<file path="config.mk">
export PLATFORM = sky130hd
export DESIGN_NAME = ex_mem_reg
export DESIGN_NICKNAME = d
export VERILOG_FILES = /design/src/rtl/ex_mem_reg.sv
export SDC_FILE = /design/constraint.sdc
export NUM_CORES = 1
export LEC_CHECK = 0
export CORE_MARGIN = 2
export CORE_UTILIZATION = 50
export CTS_CLUSTER_DIAMETER = 30
export DETAILED_ROUTE_END_ITERATION = 6
export HOLD_SLACK_MARGIN = 0.1
export PLACE_DENSITY = 0.77
export SYNTH_ARGS = -nofsm -noshare
export SYNTH_HDL_FRONTEND = slang
export SYNTH_SLANG_ARGS = --single-unit
</file>
<file path="constraint.sdc">
create_clock -name clk -period 2.38 [get_ports clk]
set_input_delay 0.476 -clock clk [delete_from_list [all_inputs] [get_ports clk]]
set_output_delay 0.476 -clock clk [all_outputs]
set_load 0.005 [all_outputs]
</file>
<file path="src/rtl/ex_mem_reg.sv">
// ex_mem_reg: EX/MEM pipeline register with a two-entry skid buffer.
// The main entry drives mem_*; the skid entry catches one instruction that
// arrives while data memory stalls. Store byte-enables, lane-replicated data
// and the misalignment flag are computed at capture and held with the entry.
// Optional feature macro: EXMEM_FWD_EN adds the fwd_* forwarding port.
//
// state | meaning
// EMPTY | no entry held (main and skid invalid)
// ONE   | main entry valid, skid empty
// TWO   | main and skid valid, ex_ready low
module ex_mem_reg (
   input  logic        clk,
   input  logic        rst,
   input  logic        ex_valid,
   output logic        ex_ready,
   input  logic [31:0] ex_alu_res,
   input  logic [31:0] ex_rs2o,
   input  logic [31:0] ex_pc4,
   input  logic [4:0]  ex_rdaddr,
   input  logic [2:0]  ex_func3,
   input  logic        ex_memwr,
   input  logic        ex_regwr,
   input  logic [1:0]  ex_wbsel,
   input  logic        mem_stall,
   input  logic        flush,
   output logic        mem_valid,
   output logic [31:0] mem_addr,
   output logic [31:0] mem_wdata,
   output logic [3:0]  mem_be,
   output logic        mem_memwr,
   output logic        mem_regwr,
   output logic [4:0]  mem_rdaddr,
   output logic [2:0]  mem_func3,
   output logic [1:0]  mem_wbsel,
   output logic [31:0] mem_pc4,
   output logic        mem_misalign
`ifdef EXMEM_FWD_EN
   ,
   output logic        fwd_valid,
   output logic [4:0]  fwd_rdaddr,
   output logic [31:0] fwd_data
`endif
);

   typedef struct packed {
      logic [31:0] addr;
      logic [31:0] wdata;
      logic [31:0] pc4;
      logic [4:0]  rdaddr;
      logic [2:0]  func3;
      logic        memwr;
      logic        regwr;
      logic [1:0]  wbsel;
      logic [3:0]  be;
      logic        misalign;
   } entry_t;

   entry_t main_q, main_d, skid_q, skid_d, new_e;
   logic   main_valid_q, main_valid_d;
   logic   skid_valid_q, skid_valid_d;
   logic   accept;
   logic   head_valid;

   // Format the incoming instruction into an entry (store lanes, enables, misalign).
   always_comb begin
      logic [3:0] be_raw;
      logic       mis;
      new_e          = '0;
      new_e.addr     = ex_alu_res;
      new_e.pc4      = ex_pc4;
      new_e.rdaddr   = ex_rdaddr;
      new_e.func3    = ex_func3;
      new_e.memwr    = ex_memwr;
      new_e.regwr    = ex_regwr;
      new_e.wbsel    = ex_wbsel;
      new_e.wdata    = ex_rs2o;
      be_raw         = 4'b0000;
      mis            = 1'b0;
      if (ex_memwr) begin
         case (ex_func3[1:0])
            2'b00: begin
               be_raw      = 4'b0001 << ex_alu_res[1:0];
               new_e.wdata = {4{ex_rs2o[7:0]}};
            end
            2'b01: begin
               be_raw      = ex_alu_res[1] ? 4'b1100 : 4'b0011;
               new_e.wdata = {2{ex_rs2o[15:0]}};
               mis         = ex_alu_res[0];
            end
            2'b10: begin
               be_raw      = 4'b1111;
               mis         = (ex_alu_res[1:0] != 2'b00);
            end
            default: be_raw = 4'b0000;
         endcase
      end
      new_e.misalign = mis;
      new_e.be       = mis ? 4'b0000 : be_raw;
   end

   assign ex_ready = !skid_valid_q;
   assign accept   = ex_valid & ex_ready & !flush;

   // Next state: move entries between EX, skid and main based on accept/stall/flush.
   always_comb begin
      main_d       = main_q;
      skid_d       = skid_q;
      main_valid_d = main_valid_q;
      skid_valid_d = skid_valid_q;
      if (flush) begin
         main_valid_d = 1'b0;
         skid_valid_d = 1'b0;
      end else begin
         case ({main_valid_q, skid_valid_q})
            2'b00: begin
               if (accept) begin
                  main_d       = new_e;
                  main_valid_d = 1'b1;
               end
            end
            2'b10: begin
               if (accept && mem_stall) begin
                  skid_d       = new_e;
                  skid_valid_d = 1'b1;
               end else if (accept) begin
                  main_d = new_e;
               end else if (!mem_stall) begin
                  main_valid_d = 1'b0;
               end
            end
            2'b11: begin
               if (!mem_stall) begin
                  main_d       = skid_q;
                  skid_valid_d = 1'b0;
               end
            end
            default: begin
               main_valid_d = 1'b0;
               skid_valid_d = 1'b0;
            end
         endcase
      end
   end

   // State register with synchronous reset; data fields also cleared so mem_* read 0.
   always_ff @(posedge clk) begin
      if (rst) begin
         main_q       <= '0;
         skid_q       <= '0;
         main_valid_q <= 1'b0;
         skid_valid_q <= 1'b0;
      end else begin
         main_q       <= main_d;
         skid_q       <= skid_d;
         main_valid_q <= main_valid_d;
         skid_valid_q <= skid_valid_d;
      end
   end

   // The head is suppressed during the reset cycle so no write escapes mid-reset.
   assign head_valid = main_valid_q & !rst;

   // Output decode: qualifiers gated by head valid, data fields straight from main.
   always_comb begin
      mem_valid    = head_valid;
      mem_addr     = main_q.addr;
      mem_wdata    = main_q.wdata;
      mem_pc4      = main_q.pc4;
      mem_rdaddr   = main_q.rdaddr;
      mem_func3    = main_q.func3;
      mem_wbsel    = main_q.wbsel;
      mem_be       = head_valid ? main_q.be : 4'b0000;
      mem_memwr    = head_valid & main_q.memwr & !main_q.misalign;
      mem_regwr    = head_valid & main_q.regwr;
      mem_misalign = head_valid & main_q.misalign;
   end

`ifdef EXMEM_FWD_EN
   // Forward ALU / link results of the head; loads (wbsel 1) and x0 never forward.
   always_comb begin
      fwd_rdaddr = main_q.rdaddr;
      fwd_valid  = head_valid & main_q.regwr & (main_q.rdaddr != 5'd0) & (main_q.wbsel != 2'd1);
      fwd_data   = (main_q.wbsel == 2'd2) ? main_q.pc4 : main_q.addr;
   end
`endif

endmodule

</file>
# Word level (Yosys, flattened, before mapping)
# Index checks and enable logic that the tools add are counted.
[totals]
reg_bits = 228
latchBits = 0
mem_bits_rw = 0
mem_bits_ro = 0
inputBits = 113
out_inout_bits = 115
word_cells = 77
memories = 0
[classes]
addsub = 0
n_mul = 0
div = 0
magnitude_cmp = 0
eq_ne = 10
shifts = 1
muxes = 20
bitwise_logic = 10
reduce_logical = 14
[ops]
columns = ["op", "count"]
rows = [
  ["2-to-1 mux 113 bit", 3],
  ["one-hot mux 113 bit (3 select lines)", 1],
  ["one-hot mux 32 bit (2 select lines)", 1],
  ["2-to-1 mux 32 bit", 1],
  ["2-to-1 mux 4 bit", 4],
  ["inequality test 2 bit (second input constant)", 6],
  ["one-hot mux 4 bit (3 select lines)", 1],
  ["AND 1 bit", 7],
  ["== test 2 bit (second input constant)", 3],
  ["2-to-1 mux 1 bit", 6],
  ["one-hot mux 1 bit (3 select lines)", 2],
  ["AND reduction 3 bit", 2],
  ["AND reduction 5 bit", 1],
  ["zero test 1 bit", 4],
  ["zero test 2 bit", 2],
  ["AND reduction 4 bit", 1],
  ["left shift 1 x 2 -> 4 bit (first input constant)", 1],
  ["inverter 1 bit", 3],
  ["nonzero test 3 bit", 1],
  ["== test 2 x 1 -> 1 bit (second input constant)", 1],
  ["one-hot mux 1 bit (2 select lines)", 1],
  ["nonzero test 2 bit", 1],
  ["OR reduction 2 bit", 1],
  ["logical AND 1 bit", 1],
]

# Longest topological paths before layout
# Gate-level depths: netlist (run 1).
[depth]
word_depth = 7
ltp_mapped = 9
ltp_nobuf = 6

# Worst setup path before layout (run 1)
# Ideal clock, no wire load.
[synth_path]
path_type = "input to register"
from = "in ex_func3[0]"
to = "reg main_q, in the netlist mem_wdata[20]"
setup_time_ps = 132
t_arrival_ps = 1896
required_time_ps = 2248
setup_slack_ps = 352
path_stages = 7
n_path_buf = 1
cell_sequence = "inv_1 -> ha_1 -> o21ai_1 -> buf_2 -> mux2_2 -> o211ai_1 -> a21oi_1"
[synth_between]
elab_chain_len = 6
elab_cells_between_ends = 7
cone_classes = "eq/ne: 1; mux: 5; reduce/logical: 1"
[synth_lines]
columns = ["element", "line", "text"]
rows = [
  ["start, declared", "20", "input logic [2:0] ex_func3,"],
  ["== test 2 x 1 -> 1 bit / zero test 2 bit (equally long branches)", "80", "case (ex_func3[1:0])"],
  ["one-hot mux 32 bit (2 select lines) *", "80", ""],
  ["2-to-1 mux 32 bit *", "79", "if (ex_memwr) begin"],
  ["2-to-1 mux 113 bit *", "116, 125", ""],
  ["2-to-1 mux 113 bit", "122", "if (accept && mem_stall) begin"],
  ["one-hot mux 113 bit (3 select lines) *", "114", "case ({main_valid_q, skid_valid_q})"],
  ["end signal, assigned", "153", "main_q <= main_d;"],
  ["end, declared", "58", "entry_t main_q, main_d, skid_q, skid_d, new_e;"],
]
# Every way passes the cells marked *; elsewhere a longest branch is shown, timed or not. The select of a mux whose other input is x is not followed.
# A chain may end at the register's enable or synchronous reset.

# Worst setup path after layout (run 1)
[layout_path]
from = "reg main_valid_q"
to = "out mem_be[2]"
[layout_between]
elab_chain_len = 2
[layout_lines]
columns = ["element", "line", "text"]
rows = [
  ["start, declared", "59", "logic main_valid_q, main_valid_d;"],
  ["start signal, assigned", "155", "main_valid_q <= main_valid_d;"],
  ["AND 1 bit", "161", "assign head_valid = main_valid_q & !rst;"],
  ["2-to-1 mux 4 bit", "172", "mem_be = head_valid ? main_q.be : 4'b0000;"],
  ["end, declared", "29", "output logic [3:0] mem_be,"],
]
# Every way passes these cells.

==> results of run 1 <==
==> power by group through the flow <==
stage	logic [uW]	clock network (uW)	registers, uW
floorplan	539	0	4050
global route	1040	6520	4000
finish	964	6230	3990
CTS	968	6330	3990
global placement	940	0	4060
detailed placement	956	0	4070
==> final timing paths <==
kind	from	endpoint	slack, ns	cells past startpoint
setup / recovery	main_valid_q$_SDFFE_PP0P_	mem_be[2]	0.09	4
hold / removal	skid_q[17]$_SDFFE_PP0P_	skid_q[17]$_SDFFE_PP0P_	0.45	2
setup reg to reg	skid_valid_q$_SDFFE_PP0P_	mem_pc4[7]$_SDFFE_PP0P_	0.30	8
hold reg to reg	skid_q[17]$_SDFFE_PP0P_	skid_q[17]$_SDFFE_PP0P_	0.45	2
==> cell usage in the layout, fill, tap and decap left out, drive strengths merged, types with 20 or more instances in the layout <==
cell type | Yosys | layout
nor3 | 20 | 20
clkdlybuf4s50 | 0 | 225
a21oi | 123 | 123
clkbuf | 52 | 48
nor2 | 114 | 114
buf | 155 | 45
nand2 | 210 | 210
a211oi | 87 | 87
mux2i | 83 | 83
nand2b | 26 | 26
dfxtp | 228 | 228
==> area by class of cell <==
type,instances,area [um2]
Clock inverter,31,358
Multi-Input combinational cell,781,4760
Fill cell,1690,6920
Timing Repair Buffer,271,2770
Clock buffer,48,1160
Tap cell,275,344
Sequential cell,228,4570
Inverter,6,22.5
==> worst max-delay path: cells and delay by family, from the launching register on <==
kind	cells	cell delay (ns)
buffers and inverters	2	0.63
DFF	1	0.37
and+or+nand+nor	2	0.31
==> stage by stage <==
stage	util	setup TNS (ns)	power (uW)	area (um2)
after global routing	0.669	0	11600	14000
final	0.669	0	11200	14000
after detailed placement	0.596	-0.507	5020	12400
after CTS	0.669	0	11300	14000
after global placement	0.596	-0.222	5000	12400
after floorplan	-	0	4580	10600
==> sequential cells by signal (all words and copies together), names as in the netlist <==
signal        count
skid_q          113
mem_addr         32
mem_wdata        32
mem_wbsel         2
skid_valid_q      1
mem_rdaddr        5
mem_func3         3
main_valid_q      1
main_q            7
mem_pc4          32
==> routing by layer <==
layer / GRT usage / part of all wire / vias to the layer above
li1: - / - / 4360
met1: 0.300 / 0.41 / 4278
met2: 0.422 / 0.49 / 339
met3: 0.0498 / 0.074 / 63
met4: 0.0824 / 0.028 / 0
met5: 0 / 0 / -
==> what timing repair did <==
| item | 4_1_cts | 5_1_grt |
|---|---|---|
| pin swaps | 0 | 1 |
| setup buffers | 0 | 0 |
| endpoints found under the setup margin | 8 | 31 |
| resized for setup | 4 | 2 |
==> kinds of logic after synthesis <==
| kind of cell | synth area share |
|---|---|
| flip-flops | 0.432 |
| multiplexers | 0.0871 |
| adder cells (fa/ha/maj) | 0.00828 |
| AO/OA/AOI/OAI | 0.189 |
| buffers and inverters | 0.123 |
| AND/OR/NAND/NOR | 0.160 |
==> impl_metrics.toml, run 1 <==
[setup_path]
worstSetupEndpointType = "output pin"
crit_fanout = 7
crit_chain = "inv_1 > nor2_4 > and2_1 > clkdlybuf4s50_1"
critPathArrivalTime_ns = 1.81
required_ns = 1.90
max_stage_delay_ns = 0.53
start_kind = "flip-flop"
slowest_stage = "clkdlybuf4s50_1"
critPathKind = "flip-flop to output pin"

[synth]
synth-edff-count = 0
synthDistinctLibCells = 41
seq_area_frac_synth = 0.432
synth_fp_nets = 1342
yosys.area.top_type_share = 0.432
mappedNetlistArea_mm2 = 0.0106
synth_warnings = 0
synth_flop_cell = "dfxtp_1"
synth_top_area_cell = "dfxtp_1"
synthTopCellsByArea = "dfxtp_1, buf_4, mux2i_1, nand2_1, a21oi_1"
async_flop_share = 0
post-synth-top-count-cell = "dfxtp_1"
synth_cells = 1222
ys_seq_elements = 228
synth_area_per_cell_um2 = 8.65
synthTopCellsByCount = "dfxtp_1, nand2_1, a21oi_1, nor2_1, buf_4"

[drt]
antenna_left = 0
vias = 9040
drt_pass1_iterations = 5
wirelength_um = 27300
drcViolationCount = 0
drt_iter0_drc = 486
wl_per_cell_um = 16.6
viasPerCell = 5.51

[clocking]
cts.hold.buffers_added = 0
clkTransAtPathRegs_ns = 0.05
ctsRootBufferMaster = "clkbuf_16"
worstSkewPairLatency_ns = 0.51
cts_tree = "done"
cts.sinks = 228
cts_max_level = 2
cts_buffers = 44
clk_path_buf_depth = 3

[global_routing]
antenna_found_initial = 0
grt.overflow.total = 0
grt_pass1_wl_um = 44400
grt_max_degree = 170
gr-usage-all-layers = 0.243
grt_pass1_vias = 8999

[timing]
period_minus_slack_ns = 2.29
hold_viol = 0
worstMarginPinSlew_ns = 0.837
rsz0062_at_grt = "no"
fmax_ghz = 0.437
setup_viol = 0
slew_headroom = 0.442
fin_skew_ns = 0.0116
holdWs_ns = 0.450
setup_ws_ns = 0.0895
drv_slew = 0
post-route-period-util = 0.962

[power]
power.density_mw_per_mm2 = 801
swShare = 0.228
comb_power_share = 0.086
clockPowerShare = 0.557
p_int_uw = 8630
p_leak_uw = 0.00463
p_seq_frac = 0.357
p_switching_uw = 2560
peakVddDrop_mv = 0.581

[final_layout]
area_growth_pct = 32.2
stdcell_count = 1640
antenna_cells = 0
nets = 1452
layout-drive-gt1-share = 0.125

[die]
ios = 228
core_mm2 = 0.0209
initial_utilization = 0.506
num_rows = 53
die_height_um = 149
fp.dieW_um = 149
die-area_mm2 = 0.0223

[placement]
dp.cells = 1561
io_buffers = 227
gp_congestion = 0.856
post-place-ws_ns = -0.0821
dp_hpwl_um = 17500

[job]
maxCapViolations = 0

[hold_path]
hold_class = "flip-flop to flip-flop"

[run_status]
status = "finished clean"
Note: power is estimated with default switching activity, not from simulation.
==> run 2: changes to the inputs <==
HOLD_SLACK_MARGIN = 0.08   (was 0.1)
==> results of run 2 <==
No change in the layout: final DEF, timing and power equal those of run 1.
==> run 3: changes to the inputs <==
CORE_MARGIN = unset   (was 2)
SETUP_SLACK_MARGIN = 0.2   (was unset)
==> run 3 against run 2 <==
Net effect: register-to-register slack barely moved; sequential cell count unchanged; critical path depth stayed put; first-iteration DRC count rose by 12%; clock power is 1% higher; sequential share of layout area down 0.28 points; power rose by 0.72%; design area rose by 0.92%; wire length shrank 0.22%; die area shrank 2.7%.
==> impl_metrics.toml, run 3 (synthesis gave the netlist of run 1 again) <==
[power]
peakVddDrop_mv = 0.515
p_leak_uw = 0.00477
power.density_mw_per_mm2 = 799

[timing]
hold_viol = 0
post-route-period-util = 0.910
fin_skew_ns = 0.0199
period_minus_slack_ns = 2.17
worstMarginPinSlew_ns = 0.804
drv_slew = 0
fin_setup_tns_ns = 0
setup_viol = 0
holdWs_ns = 0.451
rsz0062_at_grt = "yes"
slew_headroom = 0.464
fmax_ghz = 0.462

[setup_path]
worstSetupEndpointType = "output pin"
critPathArrivalTime_ns = 1.69
critPathKind = "flip-flop to output pin"
reg2reg_depth = 8
worst-path-buf-inv = 2
slowest_stage = "clkdlybuf4s50_1"
reg2reg_to = "mem_addr[28]$_SDFFE_PP0P_"
reg2reg_from = "main_valid_q$_SDFFE_PP0P_"
required_ns = 1.90
reg2reg_setup_slack_ns = 0.31
critical-path-top-delay-family = "buffers and inverters"
crit_chain = "inv_4 > nor2_4 > and2_4 > clkdlybuf4s50_1"
start_kind = "flip-flop"
crit_fanout = 5
max_stage_delay_ns = 0.49

[hold_path]
min_path_cells = 2
hold_class = "flip-flop to flip-flop"
hp-start = "skid_q[67]$_SDFFE_PP0P_"
hold_path_end = "skid_q[67]$_SDFFE_PP0P_"

[final_layout]
layout_commonest_cell = "dfxtp_1"
multi_input_area_mm2 = 0.00477
fill_cells = 1591
top_register = "skid_q"
final_cell_mix = "dfxtp_1, clkdlybuf4s50_1, nand2_1"
layout-drive-gt1-share = 0.132
area_growth_pct = 33.4
antenna_cells = 0
area.sequential_mm2 = 0.00457
stdcell_count = 1646
nets = 1464
largest_register_ffs = 113

[drt]
drt_iter0_drc = 542
vias = 9055
drt_pass1_iterations = 7
viasPerCell = 5.50
drcViolationCount = 0
antenna_left = 0
wirelength_um = 27200
wl_per_cell_um = 16.5

[clocking]
cts_max_level = 2
clkTransAtPathRegs_ns = 0.04
cts_tree = "done"
worstSkewPairLatency_ns = 0.52
cts.sinks = 228
ctsRootBufferMaster = "clkbuf_16"
clk_path_buf_depth = 3
cts_buffers = 43

[run_status]
status = "finished clean"

[job]
maxCapViolations = 0

[die]
num_rows = 52
ios = 228
core_mm2 = 0.0205
initial_utilization = 0.516
fp.dieW_um = 147
die-area_mm2 = 0.0217
die_height_um = 147

[placement]
io_buffers = 227
gp_congestion = 0.886
dp_hpwl_um = 17600
dp.cells = 1565

[global_routing]
grt_pass1_vias = 8712
antenna_found_initial = 0
grt_pass1_wl_um = 43700
grt_max_degree = 161
grt.overflow.total = 0
gr-usage-all-layers = 0.248
[run 3: cell types whose count changed in the layout (fill, tap and decap cells not counted), moves of 2 or more]
cell | previous run | this run
and2_1 | 6 | 4
and2_4 | 0 | 2
buf_12 | 13 | 15
buf_4 | 31 | 42
bufinv_16 | 6 | 8
clkbuf_1 | 1 | 5
clkbuf_16 | 45 | 43
clkbuf_8 | 2 | 5
clkdlybuf4s50_1 | 225 | 220
clkinv_4 | 3 | 1
clkinvlp_4 | 9 | 3
dlygate4sd2_1 | 1 | 5
[run 3: layout make-up]
cell class / instances / area share
Timing Repair Buffer: 284 / 0.205
Clock buffer: 53 / 0.0825
Clock inverter: 24 / 0.0248
Sequential cell: 228 / 0.324
Tap cell: 270 / 0.0240
Multi-Input combinational cell: 781 / 0.338
Inverter: 6 / 0.00177
[run 3: worst max path at each step]
stage                                         start                         end  slack [ns]  depth (start not counted)
final                     main_valid_q$_SDFFE_PP0P_                   mem_be[1]        0.21                          4
after global routing      main_valid_q$_SDFFE_PP0P_                   mem_be[1]        0.16                          4
after CTS                 main_valid_q$_SDFFE_PP0P_                   mem_be[1]        0.18                          4
after detailed placement                ex_func3[0]  mem_wdata[21]$_SDFFE_PP0P_       -0.11                          8
after global placement                  ex_func3[0]  mem_wdata[22]$_SDFFE_PP0P_       -0.02                          8
after floorplan                         ex_func3[0]  mem_wdata[20]$_SDFFE_PP0P_        0.35                          7
[run 3: tightest hold or removal path, cell delays in order, from the launching register on]
cell     delay (ns)
dfxtp_1        0.30
nand2_1        0.05
a21oi_1        0.05
[run 3: report_power, final]
group | total (uW) | leakage (uW) | switching [uW] | internal, uW
Combinational | 982 | 0.00218 | 449 | 533
Sequential | 3990 | 0.00185 | 58.1 | 3930
Clock | 6300 | 0.000739 | 1970 | 4330
Total | 11300 | 0.00477 | 2470 | 8800
[run 3: stage by stage]
| stage | worst slack (ns) | total power (uW) | cell area, um2 | util |
|---|---|---|---|---|
| final | 0.214 | 11300 | 14100 | 0.688 |
| after global routing | 0.159 | 11600 | 14100 | 0.688 |
| after CTS | 0.179 | 11400 | 14100 | 0.687 |
| after detailed placement | -0.108 | 5030 | 12500 | 0.611 |
| after global placement | -0.0169 | 5020 | 12500 | 0.611 |
| after floorplan | 0.352 | 4580 | 10600 | - |
[run 3: timing repair]
item                                    4_1_cts  5_1_grt
hold buffers                                  0        0
endpoints found under the setup margin       11        8
gates resized for setup                      13        4
pin swaps                                     1        0
buffers inserted                              4        0
[run 3: metal layers]
layer / global-route usage / routed length (um) / share of wire
met1: 0.308 / 11400 / 0.42
met5: 0 / 0 / 0
met2: 0.417 / 13400 / 0.49
met4: 0.117 / 928 / 0.034
met3: 0.0432 / 1520 / 0.056
